File: config.mk
export PLATFORM = sky130hd
export DESIGN_NAME = sdram_host_sequencer
export DESIGN_NICKNAME = d
export VERILOG_FILES = /design/src/rtl/sdram_host_pkg.sv /design/src/rtl/sdram_refresh_timer.sv /design/src/rtl/sdram_host_sequencer.sv
export SDC_FILE = /design/constraint.sdc
export NUM_CORES = 1
export LEC_CHECK = 0
export CAP_MARGIN = 20
export CELL_PAD_IN_SITES_DETAIL_PLACEMENT = 1
export CELL_PAD_IN_SITES_GLOBAL_PLACEMENT = 1
export CORE_MARGIN = 2
export CORE_UTILIZATION = 33
export CTS_BUF_LIST = sky130_fd_sc_hd__clkbuf_8
export DETAILED_ROUTE_END_ITERATION = 12
export PLACE_DENSITY_LB_ADDON = 0.25
export SKIP_LAST_GASP = 1
export SLEW_MARGIN = 20
export SYNTH_ARGS = -nofsm -noshare
export SYNTH_HDL_FRONTEND = slang
export SYNTH_SLANG_ARGS = --single-unit
File: constraint.sdc
create_clock -name clk -period 2 [get_ports clk]
set_input_delay 0.4 -clock clk [delete_from_list [all_inputs] [get_ports clk]]
set_output_delay 0.4 -clock clk [all_outputs]
set_load 0.05 [all_outputs]
File: src/rtl/sdram_host_pkg.sv
// Shared types and helpers for the SDRAM host sequencer: FSM encoding, byte-lane
// selection and refresh-interval arithmetic.
package sdram_host_pkg;

  typedef enum logic [3:0] {
    ST_IDLE,
    ST_RF_ACK,
    ST_RF_WAIT,
    ST_RD_ACK,
    ST_RD_WAIT,
    ST_MERGE,
    ST_WR_ACK,
    ST_WR_WAIT,
    ST_DONE
  } state_t;

  localparam logic LANE_LO = 1'b0;
  localparam logic LANE_HI = 1'b1;

  // 7.8 us expressed in clk cycles (clk = 2x SDRAM clock), less a 2-cycle margin.
  function automatic int refresh_period(input int freq_mhz);
    return (7800 * freq_mhz / 1000) * 2 - 2;
  endfunction

  function automatic logic [7:0] lane_select(input logic [15:0] word, input logic lane);
    return (lane == LANE_HI) ? word[15:8] : word[7:0];
  endfunction

  function automatic logic [15:0] lane_merge(input logic [15:0] word, input logic lane,
                                             input logic [7:0] data);
    return (lane == LANE_HI) ? {data, word[7:0]} : {word[15:8], data};
  endfunction

endpackage

File: src/rtl/sdram_refresh_timer.sv
// Refresh interval timer: counts clken cycles, raises a pending flag every period.
// Latency: pending sets on the wrap edge; a wrap while still pending sets the sticky miss flag.
module sdram_refresh_timer #(
  parameter int REFRESH_PERIOD = 998
) (
  input  logic clk,
  input  logic reset,
  input  logic clken,
  input  logic clear,
  output logic pending,
  output logic miss
);

  localparam int CW = (REFRESH_PERIOD > 1) ? $clog2(REFRESH_PERIOD) : 1;
  localparam logic [CW-1:0] LAST = CW'(REFRESH_PERIOD - 1);

  logic [CW-1:0] count;
  logic          wrap;

  assign wrap = clken && (count == LAST);

  always_ff @(posedge clk) begin
    if (reset) begin
      count   <= '0;
      pending <= 1'b0;
      miss    <= 1'b0;
    end else begin
      if (clken) begin
        count <= wrap ? '0 : count + CW'(1);
      end
      // A new period owes a refresh even if the previous one is being serviced now.
      if (wrap) begin
        pending <= 1'b1;
      end else if (clear) begin
        pending <= 1'b0;
      end
      if (wrap && pending) begin
        miss <= 1'b1;
      end
    end
  end

endmodule

File: src/rtl/sdram_host_sequencer.sv
// Byte-wide CPU to 16-bit SDRAM host-port sequencer with periodic refresh (refresh wins in IDLE).
// Latency: read = ctrl op + 3 clk, write (RMW) = 2 ctrl ops + 6 clk; cpu_busy holds the CPU off.
module sdram_host_sequencer
  import sdram_host_pkg::*;
#(
  parameter int FREQCLKSDRAM   = 64,
  parameter int REFRESH_PERIOD = 998
) (
  input  logic        clk,
  input  logic        reset,
  input  logic        clken,
  input  logic [24:0] cpu_addr,
  input  logic        cpu_rd,
  input  logic        cpu_wr,
  input  logic [7:0]  cpu_din,
  output logic [7:0]  cpu_dout,
  output logic        cpu_ack,
  output logic        cpu_busy,
  output logic [23:0] mem_addr,
  output logic        mem_read_rq,
  output logic        mem_write_rq,
  output logic        mem_rfsh_rq,
  output logic [15:0] mem_din,
  input  logic [15:0] mem_dout,
  input  logic        mem_busy,
  output logic        rfsh_miss
);

  localparam int MAX_PERIOD = refresh_period(FREQCLKSDRAM) + 2;

  if (REFRESH_PERIOD > MAX_PERIOD) begin : g_period_check
    $error("REFRESH_PERIOD longer than the 7.8 us refresh interval");
  end

  state_t state, state_nxt;

  logic        rfsh_pending;
  logic        rfsh_clear;
  logic        op_wr;
  logic        lane;
  logic [7:0]  wdata;
  logic [15:0] word;

  logic read_rq_nxt, write_rq_nxt, rfsh_rq_nxt;
  logic ack_nxt, busy_nxt;
  logic accept, rd_done, merge;

  sdram_refresh_timer #(
    .REFRESH_PERIOD (REFRESH_PERIOD)
  ) u_refresh_timer (
    .clk     (clk),
    .reset   (reset),
    .clken   (clken),
    .clear   (rfsh_clear),
    .pending (rfsh_pending),
    .miss    (rfsh_miss)
  );

  always_ff @(posedge clk) begin
    if (reset) begin
      state <= ST_IDLE;
    end else begin
      state <= state_nxt;
    end
  end

  always_comb begin
    state_nxt    = state;
    read_rq_nxt  = mem_read_rq;
    write_rq_nxt = mem_write_rq;
    rfsh_rq_nxt  = mem_rfsh_rq;
    ack_nxt      = 1'b0;
    busy_nxt     = cpu_busy;
    rfsh_clear   = 1'b0;
    accept       = 1'b0;
    rd_done      = 1'b0;
    merge        = 1'b0;

    case (state)
      ST_IDLE: begin
        if (!mem_busy) begin
          if (rfsh_pending) begin
            rfsh_rq_nxt = 1'b1;
            rfsh_clear  = 1'b1;
            state_nxt   = ST_RF_ACK;
          end else if (cpu_rd || cpu_wr) begin
            // Writes start with a read too: the controller always writes both lanes.
            accept      = 1'b1;
            read_rq_nxt = 1'b1;
            busy_nxt    = 1'b1;
            state_nxt   = ST_RD_ACK;
          end
        end
      end
      ST_RF_ACK: begin
        if (mem_busy) begin
          rfsh_rq_nxt = 1'b0;
          state_nxt   = ST_RF_WAIT;
        end
      end
      ST_RF_WAIT: begin
        if (!mem_busy) begin
          state_nxt = ST_IDLE;
        end
      end
      ST_RD_ACK: begin
        if (mem_busy) begin
          read_rq_nxt = 1'b0;
          state_nxt   = ST_RD_WAIT;
        end
      end
      ST_RD_WAIT: begin
        if (!mem_busy) begin
          rd_done = 1'b1;
          if (op_wr) begin
            state_nxt = ST_MERGE;
          end else begin
            ack_nxt   = 1'b1;
            busy_nxt  = 1'b0;
            state_nxt = ST_DONE;
          end
        end
      end
      ST_MERGE: begin
        if (!mem_busy) begin
          merge        = 1'b1;
          write_rq_nxt = 1'b1;
          state_nxt    = ST_WR_ACK;
        end
      end
      ST_WR_ACK: begin
        if (mem_busy) begin
          write_rq_nxt = 1'b0;
          state_nxt    = ST_WR_WAIT;
        end
      end
      ST_WR_WAIT: begin
        if (!mem_busy) begin
          ack_nxt   = 1'b1;
          busy_nxt  = 1'b0;
          state_nxt = ST_DONE;
        end
      end
      ST_DONE: begin
        state_nxt = ST_IDLE;
      end
      default: begin
        state_nxt = ST_IDLE;
      end
    endcase
  end

  always_ff @(posedge clk) begin
    if (reset) begin
      mem_read_rq  <= 1'b0;
      mem_write_rq <= 1'b0;
      mem_rfsh_rq  <= 1'b0;
      mem_addr     <= '0;
      mem_din      <= '0;
      cpu_ack      <= 1'b0;
      cpu_busy     <= 1'b0;
      cpu_dout     <= '0;
      op_wr        <= 1'b0;
      lane         <= LANE_LO;
      wdata        <= '0;
      word         <= '0;
    end else begin
      mem_read_rq  <= read_rq_nxt;
      mem_write_rq <= write_rq_nxt;
      mem_rfsh_rq  <= rfsh_rq_nxt;
      cpu_ack      <= ack_nxt;
      cpu_busy     <= busy_nxt;
      if (accept) begin
        mem_addr <= cpu_addr[24:1];
        lane     <= cpu_addr[0];
        wdata    <= cpu_din;
        op_wr    <= !cpu_rd;
      end
      if (rd_done) begin
        word <= mem_dout;
        if (!op_wr) begin
          cpu_dout <= lane_select(mem_dout, lane);
        end
      end
      if (merge) begin
        mem_din <= lane_merge(word, lane, wdata);
      end
    end
  end

endmodule

Yosys cells after proc, flatten, opt, wreduce, memory -nomap -nowiden
Index checks and enable logic that the tools add are counted.
- output and inout port bits: 54
- register bits after elaboration: 95
- word-level logic and storage cells: 99
- muxes and demuxes: 44
- equal/unequal tests: 21
- $add $sub $neg: 1
- bitwise gates (word level): 1
- reduce and logical (&&, ||, !) cells: 16
- operator list (kind ; count):
    2-to-1 mux 4 bit ; 11
    case mux 4 bit (8 select lines) ; 1
    2-to-1 mux 1 bit ; 24
    != test 2 bit (second input constant) ; 11
    == test 4 x 3 -> 1 bit (second input constant) ; 4
    2-to-1 mux 16 bit ; 1
    adder 10 x 1 -> 10 bit (second input constant) ; 1
    == test 10 bit (second input constant) ; 1
    2-to-1 mux 10 bit ; 1
    AND reduction 9 bit ; 1
    == test 4 x 2 -> 1 bit (second input constant) ; 2
    2-to-1 mux 8 bit ; 1
    case mux 1 bit (2 select lines) ; 4
    nonzero test 2 bit ; 4
    AND reduction 7 bit ; 1
    AND reduction 5 bit ; 1
    == test 4 x 1 -> 1 bit (second input constant) ; 1
    logical NOT 4 bit ; 1
    AND reduction 4 bit ; 1
    != test 3 x 2 -> 1 bit (second input constant) ; 1
    case mux 1 bit (3 select lines) ; 1
    AND reduction 3 bit ; 1
    nonzero test 3 bit ; 1
    logical AND 1 bit ; 2
    5 further kinds ; 5

Longest topological paths before layout
Gate-level depths: netlist of the first run.
- word-level depth: 5
- mapped depth: 7

Modules after synthesis
From an unflattened synthesis of the first run, not the netlist that was laid out.
- cell total of the unflattened synthesis: 472
- area total of the unflattened synthesis: 3978.8 um^2
- by module, submodules not included (module ; seq. area each (um^2) ; times used ; area each (um^2) ; cells each):
    sdram_host_sequencer ; 1661.6 ; 1 ; 3369.5 ; 407
    sdram_refresh_timer ; 240.2 ; 1 ; 609.3 ; 65

Least setup slack after synthesis of the first run
OpenSTA, ideal clock, no wires.
- path kind: register to register
- from: register state[3]
- to: register lane
- slack: 0.029 ns
- data arrival time: 1.839 ns
- clock period less this slack: 1.971 ns
- path buffers: 3
- stages on the path, launching flop included: 8
- path through: dfxtp_1 -> buf_6 -> or4_4 -> or4_4 -> buf_6 -> buf_6 -> nand2_1 -> a21oi_1
- cells in the longest elaborated chain, start to end: 2
- RTL lines (element ; line ; text):
    start: declaration ; sdram_host_sequencer.sv:35 ; state_t state, state_nxt;
    start signal: assignment ; sdram_host_sequencer.sv:63 ; state <= state_nxt;
    logical NOT 4 bit ; sdram_host_sequencer.sv:79 ; case (state)
    2-to-1 mux 1 bit ; sdram_host_sequencer.sv:79 ;
    end signal: assignment ; sdram_host_sequencer.sv:175 ; lane <= cpu_addr[0];
    end: declaration ; sdram_host_sequencer.sv:40 ; logic lane;
Every way passes these cells.
A chain may end at the register's enable or synchronous reset.

Worst setup path after layout of the first run
- from: register mem_din[1]
- to: output mem_din[1]
- RTL lines (element ; line ; text):
    start: declaration ; sdram_host_sequencer.sv:23 ; output logic [15:0] mem_din,
    start signal: assignment ; sdram_host_sequencer.sv:186 ; mem_din <= lane_merge(word, lane, wdata);
No word-level cell between the ends.

==> reports/metrics.yaml, run 1 <==
placed_design:
  dp_hpwl_um: 7986
  gp_congestion: 0.7863
  placed_area_um2: 5245
  io_buffers: 108
timing:
  drv_slew: 0
  finalSetupViolations: 0
  finalCritPeriodShare: 0.9735
  fin_setup_tns_ns: 0
  hold_violations: 0
  rsz0062_at_grt: "no"
  fmax_mhz: 513.6
  post-route-min-period_ns: 1.947
  fin_skew_ns: 0.009848
  worst_pin_slew_ns: 0.5988
  slew_headroom: 0.6008
drt:
  viasPerCell: 4.952
  firstDrtPassIters: 8
  route.detailed.drc: 8
  dr_total_vias: 3476
  drt.antenna.violating_nets: 0
  post_drt_wl_per_cell_um: 15.90
  drt_iter0_markers: 139
  routed_wl_um: 11160
hold_path:
  min_delay_path_depth: 3
  hold_path.class: "primary input to flop"
  hold_end: "u_refresh_timer.miss"
  min-delay-start: "reset"
synthesis:
  synth_nets: 502
  synth_top_area_share: 0.4842
  syn_area_um2: 3928
  synth_fa_ha_area_frac: 0.006371
  synth_seq_cells: 95
  synth_compound_area_frac: 0.1456
  synth.distinct_cells: 42
  synth_top_family_by_area: "simple AND/OR/NAND/NOR gates"
  synth.area.mux_share: 0.1019
  synth-simple-area-share: 0.1934
  ys_seq_area_frac: 0.4842
  synthCells: 445
  synth_xor_area_frac: 0.02007
  synth.largest_area_cell: "dfxtp_1"
  syn_avg_cell_area_um2: 8.826
  yosys-top-cells-area: "dfxtp_1 (48%), mux2i_1 (10%), nand2_1 (7.2%)"
  yosys_warnings: 0
grt:
  grt_max_degree: 56
  grtUsageTotal: 0.1759
  met3_usage: 0.03321
  gr-max-usage-layer: "met2"
  grt_pass1_wl_um: 18010
  grtUsageMet2: 0.3030
  grt_util_met1: 0.2234
  antenna_found_initial: 0
  grt_pass1_vias: 3609
  grt_overflow: 0
layout:
  area_growth_syn_to_layout_pct: 38.52
  diodes: 0
  nFillCells: 1339
  drive_above_1_share: 0.08229
  postLayoutCellArea_um2: 5440
  nets: 611
  multi_input_area_um2: 1842
  ff_latch_area_um2: 1902
setup_path:
  cpPeakStageDelay_ns: 0.81
  r2r_setup_slack_ns: 0.08
  reg2reg_from: "state[3]"
  critical_path_arrival_ns: 1.55
  cp-end-kind: "output port"
  critPathKind: "flop to output port"
  worstPathRequired_ns: 1.60
  cp_max_fo: 2
  cp_slowest_cell: "clkdlybuf4s50_1"
  start_kind: "flop"
  cp_top_family: "buffers and inverters"
  path_buf_inv: 1
  reg2reg_to: "mem_addr[4]"
  reg2reg_depth: 5
  crit_chain: "clkdlybuf4s50_1"
clock_network:
  cts_resized: 0
  path_clk_slew_ns: 0.10
  htreeDepth: 3
  clock_sinks: 95
  cts_tree: "built"
  cts_root_buffer: "clkbuf_8"
  cts.repair_timing.setup_buffer_count: 0
  clock_latency_ns: 0.36
  clock_path_buffers: 2
  ctsHoldBuffers: 0
  cts_buffers: 9
status:
  violations: "DRC"
  status: "finished with violations"
flow_run:
  cap_violations: 0
floorplanning:
  initial_core_util: 0.3410
  die_x_um: 113.1
  pin_count: 109
  row_count: 39
  fp.dieArea_um2: 12790
  core_um2: 11520
  die_h_um: 113.1
power_and_ir_drop:
  totalPowerFinal_uw: 4840
  cellPowerDensity_nw_per_um2: 889.7
  max-vdd-ir-drop_mv: 0.4399
  p_leak_uw: 0.002064
-- cell type report --
cell class,count,share of cell area
multi-input combinational,311,0.3385
inverter,5,0.003450
tap,143,0.03289
clock inverter,7,0.01173
timing repair buffer,132,0.2410
sequential,95,0.3496
clock buffer,9,0.02277
-- worst register-to-register path: stages (launching register included) --
cell	delay [ns]
dfxtp_1	0.33
or4_4	0.57
or4_4	0.50
buf_4	0.23
nand2_1	0.10
a21oi_1	0.07
-- routing by layer --
metal  vias to the layer above  share of wire
li1                       1757              -
met1                      1651           0.47
met2                        61           0.49
met3                         7          0.030
met4                         0          0.012
met5                         -              0
-- synthesized netlist by cell type (all sizes together) --
library cell / n
a2111oi: 1
a211o: 2
a211oi: 26
a21boi: 2
a21oi: 40
a221o: 1
a22o: 2
a2bb2oi: 1
a31oi: 1
a32o: 3
and2: 2
and3: 2
and3b: 1
and4: 1
buf: 11
clkbuf: 23
dfxtp: 95
ha: 2
inv: 5
mux2i: 40
nand2: 75
nand2b: 2
nand3: 3
nand3b: 1
nand4: 4
nand4b: 1
nor2: 58
nor2b: 3
nor3: 6
nor4: 6
o21a: 2
o21ai: 8
o21bai: 1
or3: 1
or3b: 1
or4: 2
or4b: 1
xnor2: 3
xor2: 6
-- flip-flops by register name (all words and copies together) (netlist names), 4 cells and up --
| signal | count |
|---|---|
| cpu_dout | 8 |
| mem_addr | 24 |
| mem_din | 16 |
| state | 4 |
| u_refresh_timer.count | 10 |
| wdata | 8 |
| word | 16 |
-- kinds of logic after synthesis --
family | count (synthesis)
multiplexers | 40
AO/OA/AOI/OAI | 90
AND/OR/NAND/NOR | 170
adder cells (fa/ha/maj) | 2
buffers and inverters | 39
flip-flops | 95
XOR/XNOR | 9
-- worst max path at each step --
| stage | from | to | depth (start not counted) |
|---|---|---|---|
| after floorplan | state[3] | lane | 7 |
| after global placement | mem_busy | state[1] | 5 |
| after detailed placement | mem_busy | state[1] | 5 |
| after CTS | mem_din[0] | mem_din[0] | 1 |
| after global routing | mem_din[1] | mem_din[1] | 1 |
| final | mem_din[1] | mem_din[1] | 1 |
-- placed cells by master, fill, tap and decap left out, types with 6 or more instances in the layout --
cell             Yosys  final
nor2_1              58     58
o21ai_0              8      8
a21oi_1             40     40
nand2_1             75     75
clkbuf_8             0      9
a211oi_1            26     26
mux2i_1             40     40
inv_1                5      7
dfxtp_1             95     95
buf_4                0     21
clkdlybuf4s50_1      0    103
nor3_1               6      6
xor2_1               6      6
-- power breakdown --
part | switching [µW] | leakage (µW) | internal, µW
combinational | 884 | 0.00119 | 587
sequential | 82.8 | 0.000771 | 2030
clock | 688 | 0.000102 | 571
total | 1660 | 0.00206 | 3190
-- per-stage QoR --
| step | instances | util | worst slack [ns] | hold WS [ns] |
|---|---|---|---|---|
| after floorplan | 445 | - | 0.02926 | 0.4483 |
| after global placement | 686 | 0.4555 | -0.1351 | 0.4423 |
| after detailed placement | 686 | 0.4555 | -0.2174 | 0.4489 |
| after CTS | 702 | 0.4718 | 0.03603 | 0.4341 |
| after global routing | 702 | 0.4724 | 0.001158 | 0.4662 |
| final | 702 | 0.4724 | 0.05305 | 0.4469 |
Note: power is estimated with default switching activity, not from simulation.
==> run 2, diff against run 1 <==
CAP_MARGIN = default   (was 20)
==> results of run 2 <==
Same layout as run 1: the final DEF is identical, and so are final timing and power.
